===== src/rtl/vx_wrr_arbiter_pkg.sv =====
// Shared arbiter definitions: arbiter type selectors, lock FSM encoding
// and an index-width helper used by the weighted round-robin arbiter.
package vx_wrr_arbiter_pkg;

    localparam int ARB_TYPE_ROUND_ROBIN = 0;
    localparam int ARB_TYPE_PRIORITY    = 1;
    localparam int ARB_TYPE_MATRIX      = 2;
    localparam int ARB_TYPE_CYCLIC      = 3;
    localparam int ARB_TYPE_WEIGHTED    = 4;

    localparam logic [0:0] LOCK_ST_UNLOCKED = 1'b0;
    localparam logic [0:0] LOCK_ST_LOCKED   = 1'b1;

    function automatic int log2up(input int n);
        return (n > 1) ? $clog2(n) : 1;
    endfunction

endpackage


===== src/rtl/vx_wrr_arbiter_priority.sv =====
// Fixed-priority picker: lowest set request index wins.
module VX_priority_arbiter #(
    parameter int NUM_REQS     = 4,
    parameter int LOG_NUM_REQS = 2
) (
    input  logic [NUM_REQS-1:0]     requests,
    output logic [LOG_NUM_REQS-1:0] grant_index
);

    // Scan upward and keep the first set bit.
    always_comb begin
        logic found;
        found       = 1'b0;
        grant_index = '0;
        for (int unsigned i = 0; i < NUM_REQS; i++) begin
            if (requests[i] && !found) begin
                grant_index = LOG_NUM_REQS'(i);
                found       = 1'b1;
            end
        end
    end

endmodule


===== src/rtl/vx_wrr_arbiter.sv =====
// Weighted round-robin arbiter with optional grant locking. Combinational
// grant; credits, pointer and lock state advance only on accepted grants.
module vx_wrr_arbiter
    import vx_wrr_arbiter_pkg::*;
#(
    parameter int NUM_REQS     = 4,
    parameter int WEIGHT_WIDTH = 4,
    parameter int LOCK_ENABLE  = 1,
    parameter int LOG_NUM_REQS = log2up(NUM_REQS)
) (
    input  logic                             clk,
    input  logic                             reset_n,
    input  logic [NUM_REQS-1:0]              requests,
    input  logic [NUM_REQS*WEIGHT_WIDTH-1:0] weights,
    input  logic [NUM_REQS-1:0]              requests_lock,
    output logic [LOG_NUM_REQS-1:0]          grant_index,
    output logic [NUM_REQS-1:0]              grant_onehot,
    output logic                             grant_valid,
    input  logic                             grant_ready
);

    if (NUM_REQS == 1) begin : g_single
        logic unused_single;
        assign unused_single = ^{clk, reset_n, weights, requests_lock, grant_ready};
        assign grant_index   = '0;
        assign grant_onehot  = requests;
        assign grant_valid   = requests[0];
    end else begin : g_wrr
        logic [LOG_NUM_REQS-1:0]                   ptr_q, ptr_d;
        logic [NUM_REQS-1:0][WEIGHT_WIDTH-1:0]     credit_q, credit_d;
        logic [0:0]                                lock_st_q, lock_st_d;
        logic [LOG_NUM_REQS-1:0]                   lock_idx_q, lock_idx_d;
        logic [NUM_REQS-1:0]                       credit_nz, eligible, eligible_rot;
        logic                                      refill, lock_hit, accept;
        logic [LOG_NUM_REQS-1:0]                   rot_idx, rr_winner, winner;

        // Eligible set, then rotate it right by ptr so index 0 is the RR start.
        always_comb begin
            int unsigned src;
            src = 0;
            for (int unsigned i = 0; i < NUM_REQS; i++) begin
                credit_nz[i] = (credit_q[i] != '0);
            end
            refill   = ~|(requests & credit_nz);
            eligible = refill ? requests : (requests & credit_nz);
            for (int unsigned k = 0; k < NUM_REQS; k++) begin
                src             = (32'(ptr_q) + k) % 32'(NUM_REQS);
                eligible_rot[k] = eligible[src[LOG_NUM_REQS-1:0]];
            end
        end

        VX_priority_arbiter #(
            .NUM_REQS     (NUM_REQS),
            .LOG_NUM_REQS (LOG_NUM_REQS)
        ) u_prio (
            .requests    (eligible_rot),
            .grant_index (rot_idx)
        );

        // Rotate the picked index back (mod NUM_REQS) and apply the lock override.
        always_comb begin
            int unsigned sum;
            sum = 32'(ptr_q) + 32'(rot_idx);
            if (sum >= 32'(NUM_REQS)) begin
                sum = sum - 32'(NUM_REQS);
            end
            rr_winner = sum[LOG_NUM_REQS-1:0];
            lock_hit  = (lock_st_q == LOCK_ST_LOCKED) && requests[lock_idx_q];
            winner    = lock_hit ? lock_idx_q : rr_winner;
        end

        assign grant_valid = |requests;
        assign accept      = grant_valid & grant_ready;

        // Drive the grant outputs; idle reads as index 0 / no one-hot bit.
        always_comb begin
            grant_index  = grant_valid ? winner : '0;
            grant_onehot = '0;
            if (grant_valid) begin
                grant_onehot[winner] = 1'b1;
            end
        end

        // Next-state: refill/decrement credits, move ptr, update lock FSM.
        always_comb begin
            logic [WEIGHT_WIDTH-1:0] w_eff;
            logic [WEIGHT_WIDTH-1:0] win_credit;
            logic                    lock_next;
            w_eff      = '0;
            win_credit = '0;
            lock_next  = 1'b0;
            credit_d   = credit_q;
            ptr_d      = ptr_q;
            lock_st_d  = lock_st_q;
            lock_idx_d = lock_idx_q;
            if (accept) begin
                if (refill) begin
                    for (int unsigned j = 0; j < NUM_REQS; j++) begin
                        w_eff       = weights[j*WEIGHT_WIDTH +: WEIGHT_WIDTH];
                        credit_d[j] = (w_eff == '0) ? WEIGHT_WIDTH'(1) : w_eff;
                    end
                end
                win_credit = credit_d[winner];
                if (win_credit != '0) begin
                    credit_d[winner] = win_credit - WEIGHT_WIDTH'(1);
                end
                lock_next  = (LOCK_ENABLE != 0) && requests_lock[winner];
                lock_st_d  = lock_next ? LOCK_ST_LOCKED : LOCK_ST_UNLOCKED;
                lock_idx_d = winner;
                if ((credit_d[winner] != '0) && !lock_next) begin
                    ptr_d = winner;
                end else if (winner == LOG_NUM_REQS'(NUM_REQS - 1)) begin
                    ptr_d = '0;
                end else begin
                    ptr_d = winner + LOG_NUM_REQS'(1);
                end
            end else if ((lock_st_q == LOCK_ST_LOCKED) && !requests[lock_idx_q]) begin
                lock_st_d = LOCK_ST_UNLOCKED;
            end
        end

        // State registers; async reset drops any lock and restarts at index 0.
        always_ff @(posedge clk or negedge reset_n) begin
            if (!reset_n) begin
                ptr_q      <= '0;
                credit_q   <= '0;
                lock_st_q  <= LOCK_ST_UNLOCKED;
                lock_idx_q <= '0;
            end else begin
                ptr_q      <= ptr_d;
                credit_q   <= credit_d;
                lock_st_q  <= lock_st_d;
                lock_idx_q <= lock_idx_d;
            end
        end
    end

endmodule


===== config.mk =====
export PLATFORM = sky130hd
export DESIGN_NAME = vx_wrr_arbiter
export DESIGN_NICKNAME = d
export VERILOG_FILES = /design/src/rtl/vx_wrr_arbiter_pkg.sv /design/src/rtl/vx_wrr_arbiter_priority.sv /design/src/rtl/vx_wrr_arbiter.sv
export SDC_FILE = /design/constraint.sdc
export NUM_CORES = 1
export LEC_CHECK = 0
export BUFFER_PORTS_ARGS = -buffer_cell sky130_fd_sc_hd__buf_2
export CAP_MARGIN = 20
export CORE_MARGIN = 2
export CORE_UTILIZATION = 35
export DETAILED_ROUTE_END_ITERATION = 12
export SLEW_MARGIN = 20
export SYNTH_ARGS = -nofsm -noshare
export SYNTH_HDL_FRONTEND = slang
export SYNTH_SLANG_ARGS = --single-unit

===== constraint.sdc =====
create_clock -name clk -period 8.1 [get_ports clk]
set_input_delay 0.81 -clock clk [delete_from_list [all_inputs] [get_ports clk]]
set_output_delay 0.81 -clock clk [all_outputs]
set_load 0.03 [all_outputs]

==> metrics.log <==
INFO  metric required = 8.30 ns
INFO  metric arrival = 6.81 ns
INFO  metric global_route.usage.met1 = 0.307
INFO  metric min_period = 6.61 ns
INFO  metric rr_startpoint = g_wrr.credit_q[8]
INFO  metric antenna_cells_inserted = 0
INFO  metric final.period_utilization = 0.816
INFO  metric synth_fp_nets = 332
INFO  metric mappedNetlistArea = 2520 um^2
INFO  metric global_route_wire_length_before_repair = 13,000 um
INFO  metric die_span_in_y = 88.8 um
INFO  metric hpwlAfterDp = 6360 um
INFO  metric finalHoldWorstSlack = 0.498 ns
INFO  metric netlist_instances = 299
INFO  metric drt_iter0_markers = 280
INFO  metric worst_setup_hold_path_clk_slew = 0.10 ns
INFO  metric rd_place_congestion = 0.940
INFO  metric worst-path-max-fanout = 18
INFO  metric grt_use_met3 = 0.0345
INFO  metric drive_gt1_frac = 0.220
INFO  metric floorplan_die_area = 7890 um^2
INFO  metric synth_ff_type = sky130_fd_sc_hd__dfrtp_1
INFO  metric cts_tree = done
INFO  metric worstReg2RegEnd = g_wrr.ptr_q[0]
INFO  metric core_area = 6870 um^2
INFO  metric wl_per_cell = 19.3 um
INFO  metric critical_path.endpoint_type = flop
INFO  metric port-buffer-count = 33
INFO  metric finalWirelength = 8190 um
INFO  metric critical_path.slowest_cell = sky130_fd_sc_hd__o41a_1
INFO  metric slew-limit-headroom = 0.421
INFO  metric met2_resource_use_gr = 0.324
INFO  metric post_cts.repair.setup_buffers = 0
INFO  metric setup_crit_start_kind = flop
INFO  metric htreeDepth = 1
INFO  metric synthesis.area_per_instance = 8.42 um^2
INFO  metric ys.warnings.count = 0
INFO  metric drt_pre_antenna_iters = 5
INFO  metric cpPeakStageDelay = 0.55 ns
INFO  metric synthDistinctLibCells = 73
INFO  metric worst_path_cell_chain = o41a_1 > o41ai_2 > nor3_1 > a311oi_1 > o21ai_0 > ha_1 > a21boi_0 > o21a_1 > inv_2 > mux2i_1 > o21ai_0 > ha_1 > inv_1 > nor3_1 > o31a_1 > nor2_1 > and3_1 > o41a_1 > a32oi_1 > mux2_1 > o21ai_1
INFO  metric final-hold-violation-count = 0
INFO  metric max_freq = 151 MHz
INFO  metric gr-max-usage-layer = met2
INFO  metric dp_area = 2770 um^2
INFO  metric grt_max_degree = 27
INFO  metric outcome = finished, final reports clean
INFO  metric antenna_violations_before_repair = 0
INFO  metric cts_resized = 0
INFO  metric synth-edff-count = 0
INFO  metric r2r.worst_path.cells = 21
INFO  metric growth_of_design_area_from_synthesis_to_finish = 11.9%
INFO  metric max_slew_vio_count = 0
INFO  metric critPathKind = reg2reg
INFO  metric fin_setup_tns = 0 ns
INFO  metric cts-buffers-inserted = 3
INFO  metric insertion_delay = 0.28 ns
INFO  metric num_io_pins = 34
INFO  metric core.rowCount = 30
INFO  metric synth_seq_cells = 21
INFO  metric fp.dieW = 88.8 um
INFO  metric remaining_drc_errors = 0
INFO  metric async_flop_share = 1.00
INFO  metric setup-violations-final = 0
INFO  metric start_util = 0.367
INFO  metric global_route.overflow_total = 0
INFO  metric final_net_count = 362
INFO  metric cts_hold_buf = 0
INFO  metric final_antenna_net_count = 0
INFO  metric max_slew.worst_pin.slew = 0.867 ns
INFO  metric min_path_type = in2async
INFO  metric fin_worst_skew = 0.00783 ns
INFO  metric unrepaired_setup_endpoints_after_global_routing = false
INFO  metric number_of_global_route_vias_before_repair = 2,462
INFO  metric reg2reg_setup_slack = 1.49 ns
INFO  metric cts.path.max_buffers = 2
INFO  metric num_vias = 2,673
INFO  metric grtUsageTotal = 0.214
INFO  metric sequential_cell_area_fraction_in_the_yosys_report = 0.209
INFO  metric cap_viol_max_count = 0
INFO  metric cts.sink_count = 21
INFO  metric cts-root-buf = sky130_fd_sc_hd__clkbuf_8
INFO  metric post-route-cell-area = 2820 um^2
INFO  metric viasPerCell = 6.30
[metrics by stage]
| step | utilization | cells | setup WS [ns] |
|---|---|---|---|
| after floorplan | - | 299 | 2.80 |
| after global placement | 0.404 | 420 | 1.59 |
| after detailed placement | 0.404 | 420 | 1.43 |
| after CTS | 0.410 | 424 | 1.57 |
| after global routing | 0.410 | 424 | 0.850 |
| final | 0.410 | 424 | 1.49 |
[cell type report]
type | instances | area (um^2)
clock buffers | 3 | 41.3
fillers | 701 | 4050
well taps | 96 | 120
repair buffers | 36 | 188
multi-input cells | 255 | 1890
clock inverters | 1 | 5.00
flip-flops and latches | 21 | 526
inverters | 12 | 50.0
[cells in the final DEF, fill, tap and decap left out, drive strengths merged, types with 7 or more instances in the layout]
cell type	n
a21oi	21
buf	36
dfrtp	21
inv	11
mux2	8
mux2i	19
nand2	29
nor2	23
nor3	14
o21ai	10
o22ai	9
o31ai	7
[per-layer routing]
| metal | vias to the layer above | wire length (um) | part of all wire |
|---|---|---|---|
| met3 | 14 | 552 | 0.067 |
| met5 | - | 0 | 0 |
| li1 | 1254 | - | - |
| met1 | 1283 | 3730 | 0.46 |
| met4 | 0 | 250 | 0.031 |
| met2 | 122 | 3650 | 0.45 |
[worst max-delay path by stage]
stage                                   from             end  slack (ns)
final                      g_wrr.credit_q[8]  g_wrr.ptr_q[0]        1.49
after floorplan                  requests[0]  g_wrr.ptr_q[0]        2.80
after CTS                  g_wrr.credit_q[8]  g_wrr.ptr_q[0]        1.57
after global placement           requests[0]  g_wrr.ptr_q[0]        1.59
after detailed placement         requests[2]  g_wrr.ptr_q[0]        1.43
after global routing      g_wrr.credit_q[12]  g_wrr.ptr_q[0]        0.85
[cell usage after synthesis, types with 4 or more instances]
master,n,area (um^2)
sky130_fd_sc_hd__or2_2,5,31.3
sky130_fd_sc_hd__or3_1,5,31.3
sky130_fd_sc_hd__nand3_1,6,30.0
sky130_fd_sc_hd__nor2_1,23,86.3
sky130_fd_sc_hd__nor2b_1,4,25.0
sky130_fd_sc_hd__and3_1,4,25.0
sky130_fd_sc_hd__ha_1,6,75.1
sky130_fd_sc_hd__inv_1,10,37.5
sky130_fd_sc_hd__clkbuf_1,4,15.0
sky130_fd_sc_hd__o31ai_1,6,45.0
sky130_fd_sc_hd__o41ai_2,4,65.1
sky130_fd_sc_hd__o41a_1,6,67.6
sky130_fd_sc_hd__nor3_1,13,65.1
sky130_fd_sc_hd__o22a_1,6,52.6
sky130_fd_sc_hd__buf_2,4,20.0
sky130_fd_sc_hd__mux2_2,6,67.6
sky130_fd_sc_hd__dfrtp_1,21,526
sky130_fd_sc_hd__o21ai_0,7,35.0
sky130_fd_sc_hd__o22ai_1,9,56.3
sky130_fd_sc_hd__a21oi_1,20,100
sky130_fd_sc_hd__mux2i_1,19,190
sky130_fd_sc_hd__a311oi_1,5,43.8
sky130_fd_sc_hd__nand2_1,28,105
sky130_fd_sc_hd__o211ai_1,5,37.5
[worst max-delay path, delay by kind of cell, from the launching register on]
family	cells	cell delay, ns
and+or+nand+nor	4	0.74
adders and majority gates	2	0.81
buffers and inverters	2	0.47
AOI/OAI and AO/OA	11	3.46
muxes	2	0.57
DFF	1	0.47
[state kept, by name, indices dropped and copies added, names as in the netlist]
signal            cells
g_wrr.credit_q       16
g_wrr.lock_idx_q      2
g_wrr.ptr_q           2
g_wrr.lock_st_q       1
[cells by family after synthesis]
kind of cell | count (synthesis) | synth area share
AO/OA/AOI/OAI | 116 | 0.383
buffers and inverters | 23 | 0.0412
flip-flops | 21 | 0.209
AND/OR/NAND/NOR | 102 | 0.201
XOR/XNOR | 2 | 0.00696
adder cells (fa/ha/maj) | 6 | 0.0298
multiplexers | 29 | 0.129
Power is not shown: default switching activity piles up to over one toggle a cycle in this logic, so the estimate is an artifact.
